### src/rtl/ibuf_load_ctrl.sv
// rtl/ibuf_load_ctrl.sv - tile load sequencer for the systolic-array input-buffer columns
//
// Purpose:
//   Per tile, reads ARRAY_SIZE consecutive words from the input SRAM and writes
//   each one into its own column buffer with a one-hot write enable. Once all
//   columns are written it raises tile_valid and holds it until tile_ack, then
//   continues with the next tile at the next SRAM address, for num_tiles tiles.
//   The number of zero-valued words of the current tile is reported on zero_cnt.
//
// Ports:
//   clk          rising-edge clock
//   nRST         asynchronous active-low reset
//   start        one-cycle job start, sampled only while idle
//   base_addr    first SRAM word address of the job (captured on start)
//   num_tiles    number of tiles in the job (captured on start)
//   busy         high in every state except idle
//   done         one-cycle pulse at job completion
//   mem_rd_en    SRAM read strobe (read data returns one cycle later)
//   mem_addr     SRAM word address
//   mem_rd_data  SRAM read data
//   ibuf_wr_en   one-hot column-buffer write enable
//   ibuf_data    column-buffer write data (pass-through of mem_rd_data)
//   tile_valid   all columns of the current tile are written
//   tile_ack     array has consumed the tile (honoured only while tile_valid)
//   zero_cnt     zero words seen in the current tile

module ibuf_load_ctrl #(
  parameter int ARRAY_SIZE = 4,
  parameter int DATA_W     = 32,
  parameter int ADDR_W     = 10,
  parameter int TILE_W     = 8,
  localparam int ZC_W      = $clog2(ARRAY_SIZE + 1)
) (
  input  logic                  clk,
  input  logic                  nRST,
  input  logic                  start,
  input  logic [ADDR_W-1:0]     base_addr,
  input  logic [TILE_W-1:0]     num_tiles,
  output logic                  busy,
  output logic                  done,
  output logic                  mem_rd_en,
  output logic [ADDR_W-1:0]     mem_addr,
  input  logic [DATA_W-1:0]     mem_rd_data,
  output logic [ARRAY_SIZE-1:0] ibuf_wr_en,
  output logic [DATA_W-1:0]     ibuf_data,
  output logic                  tile_valid,
  input  logic                  tile_ack,
  output logic [ZC_W-1:0]       zero_cnt
);

  localparam int K_W = $clog2(ARRAY_SIZE);
  localparam logic [K_W-1:0]        K_LAST = K_W'(ARRAY_SIZE - 1);
  localparam logic [ARRAY_SIZE-1:0] COL0   = ARRAY_SIZE'(1);

  typedef enum logic [2:0] {
    S_IDLE,
    S_FETCH,
    S_DRAIN,
    S_VALID,
    S_DONE
  } state_t;

  state_t            state;
  logic [K_W-1:0]    word_idx;   // column index of the read being issued
  logic [TILE_W-1:0] tile_cnt;   // tiles still to be delivered, including the current one

  // The SRAM returns data exactly one cycle after the strobe, which is the
  // same cycle the matching column write enable is presented.
  assign ibuf_data = mem_rd_data;

  // mem_addr is itself the running address register: it is loaded with
  // base_addr on start and advances once per issued read, so successive tiles
  // continue contiguously and wrap silently at 2^ADDR_W.
  always_ff @(posedge clk or negedge nRST) begin
    if (!nRST) begin
      state      <= S_IDLE;
      word_idx   <= '0;
      tile_cnt   <= '0;
      busy       <= 1'b0;
      done       <= 1'b0;
      mem_rd_en  <= 1'b0;
      mem_addr   <= '0;
      ibuf_wr_en <= '0;
      tile_valid <= 1'b0;
      zero_cnt   <= '0;
    end else begin
      ibuf_wr_en <= '0;
      done       <= 1'b0;

      // Count a zero word in the cycle its column write is presented. The
      // clear on tile entry below overrides this; no write is ever pending
      // on those transitions, so no count is lost.
      if ((|ibuf_wr_en) && (mem_rd_data == '0)) begin
        zero_cnt <= zero_cnt + ZC_W'(1);
      end

      case (state)
        S_IDLE: begin
          if (start) begin
            mem_addr <= base_addr;
            tile_cnt <= num_tiles;
            word_idx <= '0;
            busy     <= 1'b1;
            if (num_tiles != '0) begin
              state     <= S_FETCH;
              mem_rd_en <= 1'b1;
              zero_cnt  <= '0;
            end else begin
              state <= S_DONE;
              done  <= 1'b1;
            end
          end
        end

        S_FETCH: begin
          mem_addr   <= mem_addr + ADDR_W'(1);
          ibuf_wr_en <= COL0 << word_idx;
          if (word_idx == K_LAST) begin
            word_idx  <= '0;
            mem_rd_en <= 1'b0;
            state     <= S_DRAIN;
          end else begin
            word_idx <= word_idx + K_W'(1);
          end
        end

        // The last column's write is presented during this cycle.
        S_DRAIN: begin
          state      <= S_VALID;
          tile_valid <= 1'b1;
        end

        S_VALID: begin
          if (tile_ack) begin
            tile_valid <= 1'b0;
            tile_cnt   <= tile_cnt - TILE_W'(1);
            if (tile_cnt == TILE_W'(1)) begin
              state <= S_DONE;
              done  <= 1'b1;
            end else begin
              state     <= S_FETCH;
              mem_rd_en <= 1'b1;
              zero_cnt  <= '0;
            end
          end
        end

        S_DONE: begin
          state <= S_IDLE;
          busy  <= 1'b0;
        end

        default: begin
          state      <= S_IDLE;
          busy       <= 1'b0;
          mem_rd_en  <= 1'b0;
          tile_valid <= 1'b0;
        end
      endcase
    end
  end

  // Structural invariants of the sequencer.
  assert property (@(posedge clk) disable iff (!nRST) $onehot0(ibuf_wr_en));
  assert property (@(posedge clk) disable iff (!nRST) mem_rd_en |-> (state == S_FETCH));
  assert property (@(posedge clk) disable iff (!nRST) tile_valid |-> (state == S_VALID));
  assert property (@(posedge clk) disable iff (!nRST) !(done && tile_valid));

endmodule

### config.mk
export PLATFORM = sky130hd
export DESIGN_NAME = ibuf_load_ctrl
export DESIGN_NICKNAME = d
export VERILOG_FILES = /design/src/rtl/ibuf_load_ctrl.sv
export SDC_FILE = /design/constraint.sdc
export NUM_CORES = 1
export LEC_CHECK = 0
export ABC_AREA = 0
export ABC_CLOCK_PERIOD_IN_PS = 1700
export BUFFER_PORTS_ARGS = -buffer_cell sky130_fd_sc_hd__clkbuf_2
export CAP_MARGIN = 20
export CORE_MARGIN = 1
export CORE_UTILIZATION = 47
export CTS_CLUSTER_DIAMETER = 200
export CTS_CLUSTER_SIZE = 24
export DETAILED_ROUTE_END_ITERATION = 8
export GPL_TIMING_DRIVEN = 1
export HOLD_SLACK_MARGIN = 0.1
export PLACE_DENSITY = 0.81
export SLEW_MARGIN = 0
export SYNTH_ARGS = -nofsm -noshare
export SYNTH_HDL_FRONTEND = slang
export SYNTH_SLANG_ARGS = --single-unit
### constraint.sdc
create_clock -name clk -period 1.7 [get_ports clk]
set_input_delay 0.085 -clock clk [delete_from_list [all_inputs] [get_ports clk]]
set_output_delay 0.085 -clock clk [all_outputs]
set_load 0.01 [all_outputs]
==> out/results.ini <==
[power]
p_sw_share_pct = 41.54
p_switching_w = 0.001652
comb_power_share_pct = 47.7
p_total_w = 0.003978
p_seq_share_pct = 36.9
intPower_w = 0.002325
power_density_nw_per_um2 = 1352
leakage_nw = 1.444
p_clk_share_pct = 15.4
peakVddDrop_mv = 0.9855

[floorplanning]
rows = 24
ioPinCount = 107
start_util_pct = 50.44
die-area_um2 = 5117
core_um2 = 4504
die_w_um = 71.53
die_h_um = 71.53

[sta]
fmax_ghz = 0.6141
min_period_ns = 1.628
max_slew_margin_pct = 70.64
period_share_pct = 95.78
drv_slew = 0
hold_viol = 0
skew_ns = 0.009368
fin_tns_setup_ns = 0
tightest_slew_ns = 0.4404
final-setup-viol-count = 0

[drt]
wire_per_inst_um = 14.46
drcViolationCount = 0
postRouteAntennaNets = 0
vias = 2268
first_iter_violations = 97
totalWireLength_um = 5756
vias_per_cell = 5.698
dr.pass1.iters = 4

[synth]
synthTopCellsByArea = dfrtp_1 (37%), buf_4 (11%), ha_1 (4.4%)
async_flop_share_pct = 100.0
yosysMostFrequentCell = dfrtp_1
ys_warn_count = 0
syn_area_um2 = 2272
yosysTopAreaCell = dfrtp_1
ys_ff_latch = 34
syn_inst = 242
ys_seq_area_share_pct = 37.44
synth_flop_cell = dfrtp_1
synth_top_area_share_pct = 37.44
syn_avg_cell_area_um2 = 9.389
synth-edff-count = 0
yosysUniqueCellTypes = 54
netlist_top_cells_count = dfrtp_1 (34), buf_4 (32), a21oi_1 (16), nand2_1 (16), o21ai_0 (13)
synthesis.nets = 304

[global_routing]
grt_usage_pct = 23.90
grtUsageMet3_pct = 4.923
met1_usage_pct = 27.10
antenna_found_initial = 0
busiest_layer = met2
grt_pass1_vias = 2150
grt_max_degree = 35
grt_util_met2_pct = 44.13
grt_pass1_wl_um = 9494
overflow = 0

[critical_path]
r2r_cells = 5
rrSetupSlack_ns = 0.07
rr_endpoint = mem_addr[6]
critPathCaptureType = flip-flop
r2r-start = state[1]
path_class = reg2reg
critPathCapture = mem_addr[6]
crit_path_start = state[1]
path_max_fanout = 6
cp.arrival_ns = 1.79
cp-start-kind = flip-flop
critPathRequiredTime_ns = 1.86

[clock_tree]
clock_latency_ns = 0.29
clkTransAtPathRegs_ns = 0.07
tritoncts = yes
numCtsBuffers = 5
cts_sinks = 34
clk_root_buffer_cell = clkbuf_8
clockBufferDepth = 2
h-tree-depth = 2

[place]
gp_congestion = 0.8553
place_hpwl_um = 4307
placed_cells = 376
port_buffers = 106

[run_status]
status = finished, final reports clean

[final_layout]
layout-drive-gt1-share_pct = 43.35
area_growth_pct = 29.52
layout.cells.non_filler = 398
antenna_cells = 0
nNetsFinal = 407

[flow_run]
maxCapViolCount = 0

[worst_hold_path]
hold_class = in2reg

flip-flops by register name, summed over array words and instances, names as in the netlist, 2 cells and up:
signal,cells
word_idx,2
zero_cnt,3
state,3
tile_cnt,8
mem_addr,10
ibuf_wr_en,4
cells in the final DEF, fill, tap and decap left out, drive strengths merged, types with 3 or more instances in the layout:
cell	netlist	final
clkbuf	3	113
dfrtp	34	34
buf	37	17
nand2	17	17
a21oi	17	17
o21ai	13	13
dlygate4sd3	0	13
nand3	12	12
nor2	11	11
nor4	11	11
inv	8	8
ha	8	8
nor3	6	6
and2	5	5
o31ai	4	4
o22ai	4	4
nand4	3	3
or4	3	3
a21o	3	3
and3	3	3
o211ai	3	3
and4	3	3
through the flow:
| stage | hold WS, ns | utilization, % | cell area, um^2 | worst slack [ns] |
|---|---|---|---|---|
| 2_1_floorplan | -0.2106 | - | 2272 | 0.09977 |
| 3_3_place_gp | 0.1359 | 59.78 | 2693 | 0.1088 |
| 3_5_place_dp | 0.1409 | 59.78 | 2693 | 0.04834 |
| 4_1_cts | 0.1052 | 64.69 | 2914 | 0.04083 |
| 5_1_grt | 0.1406 | 65.33 | 2943 | -0.03239 |
| 6_report | 0.1136 | 65.33 | 2943 | 0.07170 |
critical path, cell delays in order, from the launching register on:
cell and delay [ns]:
dfrtp_2 0.44, buf_4 0.17, nor3b_2 0.21, and4_4 0.27, a31oi_1 0.10, a221o_1 0.31
repair_timing:
action                                  4_1_cts  5_1_grt
resized for setup                             0        6
hold buffers                                 13        0
buffers inserted                              0        1
endpoints found under the setup margin        0        6
endpoints found under the hold margin        46        0
layout make-up:
class / count / area [um^2]
multi-input combinational: 160 / 1116
timing repair buffer: 136 / 788.3
sequential: 34 / 852.1
tap: 52 / 65.06
clock buffer: 7 / 86.33
clock inverter: 1 / 5.005
fill: 370 / 1562
inverter: 8 / 30.03
power groups by stage:
| stage | combinational, W | clock [W] | sequential (W) |
|---|---|---|---|
| after floorplan | 0.00117 | 0 | 0.00148 |
| after global placement | 0.00178 | 0 | 0.00145 |
| after detailed placement | 0.00186 | 0 | 0.00146 |
| after CTS | 0.00188 | 0.000621 | 0.00145 |
| after global routing | 0.00211 | 0.000660 | 0.00151 |
| final | 0.00190 | 0.000613 | 0.00147 |
per-layer routing:
| metal | vias to the layer above | wire [um] |
|---|---|---|
| met4 | 0 | 63 |
| met1 | 1068 | 2365 |
| met3 | 7 | 355 |
| met2 | 113 | 2971 |
| li1 | 1080 | - |
| met5 | - | 0 |
cell families (layout without fill, tap and decap cells):
kind of cell               Yosys count  after routing  share of synthesized area [%]
DFF                                 34             34                          37.45
buffers and inverters               48            152                          14.32
adders and majority gates            8              8                          4.405
muxes                                2              2                         0.8811
AOI/OAI and AO/OA                   62             62                          18.45
and+or+nand+nor                     88             88                          24.51
worst min-delay path by stage:
| stage | slack [ns] | start | cells after the start | end |
|---|---|---|---|---|
| 2_1_floorplan | -0.21 | nRST | 0 | busy |
| 3_3_place_gp | 0.14 | nRST | 2 | tile_cnt[0] |
| 3_5_place_dp | 0.14 | nRST | 2 | tile_cnt[0] |
| 4_1_cts | 0.11 | num_tiles[3] | 3 | tile_cnt[3] |
| 5_1_grt | 0.14 | num_tiles[4] | 3 | tile_cnt[4] |
| 6_report | 0.11 | num_tiles[3] | 3 | tile_cnt[3] |
No activity file was read; power rests on OpenSTA's default activity.
